===== config.mk =====
export PLATFORM = sky130hd
export DESIGN_NAME = ip_rule_filter
export DESIGN_NICKNAME = d
export VERILOG_FILES = /design/src/rtl/ip_filter_pkg.sv /design/src/rtl/ip_rule_table.sv /design/src/rtl/ip_rule_filter.sv
export SDC_FILE = /design/constraint.sdc
export NUM_CORES = 1
export LEC_CHECK = 0
export ABC_AREA = 1
export BUFFER_PORTS_ARGS = -buffer_cell sky130_fd_sc_hd__buf_4
export CORE_MARGIN = 4
export CORE_UTILIZATION = 55
export DETAILED_ROUTE_END_ITERATION = 16
export PLACE_DENSITY = 0.81
export SETUP_SLACK_MARGIN = 0.3
export SLEW_MARGIN = 20
export SYNTH_ARGS = -nofsm -noshare
export SYNTH_HDL_FRONTEND = slang
export SYNTH_SLANG_ARGS = --single-unit

===== constraint.sdc =====
create_clock -name rxcoreclk -period 6.95 [get_ports rxcoreclk]
set_clock_uncertainty 0.2 [all_clocks]
set_input_delay 1.39 -clock rxcoreclk [delete_from_list [all_inputs] [get_ports rxcoreclk]]
set_output_delay 1.39 -clock rxcoreclk [all_outputs]
set_load 0.02 [all_outputs]

===== src/rtl/ip_filter_pkg.sv =====
// Shared types and helpers for the IPv4 address/mask rule filter.
package ip_filter_pkg;

  typedef enum logic [2:0] {
    IDLE,
    HDR,
    CAPTURE,
    EVAL,
    WAIT_END
  } state_t;

  typedef struct packed {
    logic [31:0] addr;
    logic [31:0] mask;
    logic        en;
  } rule_t;

  localparam int SRC_IP_OFFSET = 26;
  localparam int DST_IP_OFFSET = 30;

  function automatic logic rule_hit(input logic [31:0] ip, input rule_t rule);
    return rule.en & (((ip ^ rule.addr) & rule.mask) == 32'h0);
  endfunction

endpackage


===== src/rtl/ip_rule_table.sv =====
// Rule storage with config write port, combinational hit vector and lowest-index priority encoder.
// Optional per-rule saturating hit counters when IP_RULE_FILTER_STATS_EN is defined.
module ip_rule_table
  import ip_filter_pkg::*;
#(
  parameter int NUM_RULES = 4,
  parameter int IDX_W     = (NUM_RULES > 1) ? $clog2(NUM_RULES) : 1
) (
  input  logic             rxcoreclk,
  input  logic             reset,
  input  logic             cfg_we,
  input  logic [IDX_W-1:0] cfg_idx,
  input  logic [31:0]      cfg_addr,
  input  logic [31:0]      cfg_mask,
  input  logic             cfg_en,
  input  logic [31:0]      ip,
`ifdef IP_RULE_FILTER_STATS_EN
  input  logic             stat_inc,
  input  logic [IDX_W-1:0] stat_inc_idx,
  input  logic [IDX_W-1:0] stat_idx,
  output logic [31:0]      stat_cnt,
`endif
  output logic             hit_any,
  output logic [IDX_W-1:0] hit_idx
);

  rule_t                rules [NUM_RULES];
  logic [NUM_RULES-1:0] hit;
  logic                 cfg_ok;

  assign cfg_ok = (int'(cfg_idx) < NUM_RULES);

  always_ff @(posedge rxcoreclk) begin
    if (reset) begin
      for (int i = 0; i < NUM_RULES; i++) rules[i] <= '0;
    end else if (cfg_we && cfg_ok) begin
      rules[cfg_idx] <= {cfg_addr, cfg_mask, cfg_en};
    end
  end

  always_comb begin
    hit = '0;
    for (int i = 0; i < NUM_RULES; i++) hit[i] = rule_hit(ip, rules[i]);
  end

  // Scan downwards so the lowest matching index is the one left standing.
  always_comb begin
    hit_idx = '0;
    for (int i = NUM_RULES - 1; i >= 0; i--) begin
      if (hit[i]) hit_idx = IDX_W'(i);
    end
    hit_any = |hit;
  end

`ifdef IP_RULE_FILTER_STATS_EN
  logic [31:0] cnt [NUM_RULES];

  // Reprogramming an entry restarts its count; that takes precedence over a hit.
  always_ff @(posedge rxcoreclk) begin
    if (reset) begin
      for (int i = 0; i < NUM_RULES; i++) cnt[i] <= '0;
      stat_cnt <= '0;
    end else begin
      for (int i = 0; i < NUM_RULES; i++) begin
        if (cfg_we && cfg_idx == IDX_W'(i)) begin
          cnt[i] <= '0;
        end else if (stat_inc && stat_inc_idx == IDX_W'(i) && cnt[i] != 32'hFFFF_FFFF) begin
          cnt[i] <= cnt[i] + 32'd1;
        end
      end
      stat_cnt <= (int'(stat_idx) < NUM_RULES) ? cnt[stat_idx] : 32'h0;
    end
  end
`endif

endmodule


===== src/rtl/ip_rule_filter.sv =====
// Rx byte-stream IPv4 address filter: captures the address at IP_OFFSET and reports a per-frame verdict.
// Define IP_RULE_FILTER_STATS_EN to add per-rule hit counters and the stat_idx/stat_cnt read port.
module ip_rule_filter
  import ip_filter_pkg::*;
#(
  parameter int NUM_RULES = 4,
  parameter int IP_OFFSET = SRC_IP_OFFSET,
  parameter int IDX_W     = (NUM_RULES > 1) ? $clog2(NUM_RULES) : 1
) (
  input  logic             rxcoreclk,
  input  logic             reset,
  input  logic [7:0]       gmac_rx_data,
  input  logic             gmac_rx_dvld,
  input  logic             cfg_we,
  input  logic [IDX_W-1:0] cfg_idx,
  input  logic [31:0]      cfg_addr,
  input  logic [31:0]      cfg_mask,
  input  logic             cfg_en,
`ifdef IP_RULE_FILTER_STATS_EN
  input  logic [IDX_W-1:0] stat_idx,
  output logic [31:0]      stat_cnt,
`endif
  output logic             verdict_vld,
  output logic             match,
  output logic [IDX_W-1:0] match_idx,
  output logic             runt
);

  localparam int CNT_W = $clog2(IP_OFFSET + 4);
  localparam logic [CNT_W-1:0] OFS_FIRST = CNT_W'(IP_OFFSET);
  localparam logic [CNT_W-1:0] OFS_LAST  = CNT_W'(IP_OFFSET + 3);

  state_t           state, state_nx;
  logic [CNT_W-1:0] cnt;
  logic [31:0]      ip_q;
  logic             hit_any;
  logic [IDX_W-1:0] hit_idx;

  logic clr_out, cnt_ld, cnt_inc, cap, runt_set, eval_now;

  always_ff @(posedge rxcoreclk) begin
    if (reset) state <= WAIT_END;
    else       state <= state_nx;
  end

  // EVAL leaves straight for IDLE when its cycle is already the inter-frame gap.
  always_comb begin
    state_nx = state;
    case (state)
      IDLE:     if (gmac_rx_dvld) state_nx = (IP_OFFSET == 0) ? CAPTURE : HDR;
      HDR:      if (!gmac_rx_dvld) state_nx = IDLE;
                else if (cnt == OFS_FIRST) state_nx = CAPTURE;
      CAPTURE:  if (!gmac_rx_dvld) state_nx = IDLE;
                else if (cnt == OFS_LAST) state_nx = EVAL;
      EVAL:     state_nx = gmac_rx_dvld ? WAIT_END : IDLE;
      WAIT_END: if (!gmac_rx_dvld) state_nx = IDLE;
      default:  state_nx = WAIT_END;
    endcase
  end

  // cnt holds the index of the byte currently on the bus while in HDR/CAPTURE.
  always_comb begin
    clr_out  = 1'b0;
    cnt_ld   = 1'b0;
    cnt_inc  = 1'b0;
    cap      = 1'b0;
    runt_set = 1'b0;
    eval_now = 1'b0;
    case (state)
      IDLE: if (gmac_rx_dvld) begin
        clr_out = 1'b1;
        cnt_ld  = 1'b1;
        cap     = (IP_OFFSET == 0);
      end
      HDR: if (gmac_rx_dvld) begin
        cnt_inc = 1'b1;
        cap     = (cnt == OFS_FIRST);
      end else begin
        runt_set = 1'b1;
      end
      CAPTURE: if (gmac_rx_dvld) begin
        cap     = 1'b1;
        cnt_inc = (cnt != OFS_LAST);
      end else begin
        runt_set = 1'b1;
      end
      EVAL:    eval_now = 1'b1;
      default: ;
    endcase
  end

  always_ff @(posedge rxcoreclk) begin
    if (reset) begin
      cnt         <= '0;
      ip_q        <= '0;
      verdict_vld <= 1'b0;
      match       <= 1'b0;
      match_idx   <= '0;
      runt        <= 1'b0;
    end else begin
      verdict_vld <= eval_now | runt_set;
      if (cnt_ld)       cnt <= CNT_W'(1);
      else if (cnt_inc) cnt <= cnt + CNT_W'(1);
      if (cap) ip_q <= {ip_q[23:0], gmac_rx_data};
      if (clr_out || runt_set) begin
        match     <= 1'b0;
        match_idx <= '0;
        runt      <= runt_set;
      end else if (eval_now) begin
        match     <= hit_any;
        match_idx <= hit_idx;
        runt      <= 1'b0;
      end
    end
  end

  ip_rule_table #(
    .NUM_RULES(NUM_RULES),
    .IDX_W    (IDX_W)
  ) u_table (
    .rxcoreclk   (rxcoreclk),
    .reset       (reset),
    .cfg_we      (cfg_we),
    .cfg_idx     (cfg_idx),
    .cfg_addr    (cfg_addr),
    .cfg_mask    (cfg_mask),
    .cfg_en      (cfg_en),
    .ip          (ip_q),
`ifdef IP_RULE_FILTER_STATS_EN
    .stat_inc    (verdict_vld & match),
    .stat_inc_idx(match_idx),
    .stat_idx    (stat_idx),
    .stat_cnt    (stat_cnt),
`endif
    .hit_any     (hit_any),
    .hit_idx     (hit_idx)
  );

endmodule


==> impl_metrics.ini <==
[yosys]
synth_edf_count = 260
yosysTopAreaCell = edfxtp_1
synth_nets = 1559
yosysUniqueCellTypes = 31
synth_flop_cell = edfxtp_1
syn_avg_cell_area_um2 = 9.34
ys_ff_latch = 305
postSynthCellCount = 1477
synth_warnings = 0
ys_seq_area_share_pct = 63.1
synth_area_mm2 = 0.0138
yosysTopAreaCellShare_pct = 56.6
async_flop_share_pct = 0
synthTopCellsByArea = edfxtp_1 57%, nand2_1 8.0%, nor2_1 7.3%

[critical_path]
reg2reg_depth = 8
worstSetupPathType = input pin to flop
cp-start-kind = input pin
cp.depth = 9
worstPathCellList = buf_4, inv_1, nor2_1, inv_4, nor2_1, nand2_2, buf_4, nand2_2, buf_4
slowest_delay_ns = 0.80
critical_path.top_delay_family = buffers and inverters
r2r-end = ip_q[20]
reg2reg_from = state[2]
crit_buf_inv = 5
reg2reg_slack_ns = 4.58
cp.arrival_ns = 4.27
crit_path_end = u_table.rules[1][4]
end_kind = flop
cp-startpoint = cfg_we
critPathSlowestCell = nand2_2
crit_required_ns = 7.01
cpMostUsedCell = buf_4
cp_max_fo = 66

[layout]
syn2layout_area_growth_pct = 13.2
nFillCells = 1912
layout-drive-gt1-share_pct = 12.6
instances_no_fill = 1894
final_cell_mix = 289 x nand2_1, 270 x nor2_1, 260 x edfxtp_1
multi_input_area_mm2 = 0.00421
n_antenna_cell = 0
fin_util_pct = 63.6
seq_area_mm2 = 0.00871
finish.net_count = 1628
final_common_cell = nand2_1

[placed_design]
gp_congestion = 0.883
dp_hpwl_um = 22600
io_buffers = 83
place_ws_ns = 2.18
dp_cells = 1838

[run_status]
status = completed

[cts]
clk_latency_ns = 0.55
cts_max_level = 1
cts_tree = yes
clock-root-buffer = clkbuf_16
cts.clk_slew.worst_paths_ns = 0.06
cts_buffers = 30
cts.sinks = 305
cts_setup_buffers = 0
cts_buffer_depth = 3
holdBufCountCts = 0
cts-resized-gates = 0

[power]
intPower_uw = 3080
vdd_drop_max_uv = 164
netSwitchingFraction_pct = 23.0
p_leak_uw = 0.00658
power_density_mw_per_mm2 = 257
combPwrFrac_pct = 8.3
seqPwrFrac_pct = 53.8
power_frac_clock_pct = 37.9
p_switching_uw = 924

[sta]
fin_tns_setup_ns = 0
worst_slew_margin_rel_pct = 28.8
layout_min_cycle_time_ns = 4.21
fin_crit_sh_pct = 60.6
hold_violations = 0
setup_ws_ns = 2.74
drv_slew = 0
worst_slew_pin_slew_ns = 1.06
rsz0062_at_grt = no
fmax_mhz = 238
setup_viol = 0

[route]
drt-total-wl_um = 33100
drc_errors = 0
num_vias = 10500
vias_per_cell = 5.53
first_pass_iters = 5
ant_nets = 0
post_drt_wl_per_cell_um = 17.5
drt_iter0_markers = 1289

[die]
start_util_pct = 56.2
io_pins = 84
dieWidth_um = 166
rows = 57
die_h_um = 166
die_area_mm2 = 0.0277
core_mm2 = 0.0245

[global_route]
grt_remaining_overflow = 0
antenna_found_initial = 0
grt_pass1_vias = 9892
grt_max_degree = 87
track_usage_pct = 23.0
grt_pass1_wl_um = 51200

[flow_run]
drv_cap = 0

[worst_hold_path]
hold_class = flop to flop
-- metal layers --
layer / wire, um / part of all wire (%) / GRT usage, %
met1: 12700 / 38 / 29.9
met2: 16500 / 50 / 39.9
met3: 2880 / 8.7 / 3.59
met4: 1030 / 3.1 / 7.29
met5: 0 / 0 / 0
-- worst min path at each step --
stage	from	to	slack (ns)	cells after the start
2_1_floorplan	cnt[3]	cnt[3]	0.24	1
3_3_place_gp	match_idx[1]	match_idx[1]	0.26	2
3_5_place_dp	match_idx[1]	match_idx[1]	0.27	2
4_1_cts	match_idx[1]	match_idx[1]	0.28	2
5_1_grt	match_idx[0]	match_idx[0]	0.30	2
6_report	match_idx[0]	match_idx[0]	0.28	2
-- synthesized netlist by cell type (9+ instances only) --
cell / instances
nand2_1: 293
nor2_1: 270
edfxtp_1: 260
inv_1: 178
nand3_1: 124
nor3_1: 68
o21ai_0: 47
dfxtp_1: 45
or2_2: 42
a21oi_1: 38
clkbuf_1: 30
buf_2: 20
nand4_1: 14
or2_1: 9
-- logic make-up after synthesis --
logic type      Yosys count  share of synthesized area [%]
fa+ha+maj                 3                          0.272
compound gates           91                           3.44
xor+xnor                  7                          0.444
simple gates            836                           26.0
flops                   305                           63.1
buf+inv                 235                           6.70
-- area by class of cell --
| class | instances | share of cell area [%] |
|---|---|---|
| sequential | 305 | 55.8 |
| multi-input combinational | 937 | 26.9 |
| clock buffer | 47 | 5.61 |
| timing repair buffer | 92 | 4.42 |
| inverter | 180 | 4.34 |
| tap | 324 | 2.60 |
| clock inverter | 9 | 0.321 |
-- worst min-delay path, delay by kind of cell, from the launching register on --
kind            cells  cell delay (ns)
compound gates      1             0.05
flops               1             0.31
simple gates        1             0.08
-- through the flow --
stage                     hold WS, ns  cell area, um2  total power [uW]
after CTS                       0.282           15600              4010
after detailed placement        0.271           14700              2520
final                           0.280           15600              4010
after floorplan                 0.243           13800              2390
after global placement          0.257           14700              2500
after global routing            0.295           15600              4140
-- sequential cells by signal (all words and copies together), names as in the netlist --
signal         count
verdict_vld        1
cnt                5
state              3
match_idx          2
match              1
ip_q              32
u_table.rules    260
runt               1
-- power by group through the flow --
stage	combinational (uW)	clock, uW	sequential, uW
after floorplan	201	0	2190
after CTS	328	1520	2160
final	331	1520	2160
after global placement	314	0	2190
after detailed placement	324	0	2200
after global routing	362	1610	2170
No activity file was read; power rests on OpenSTA's default activity.
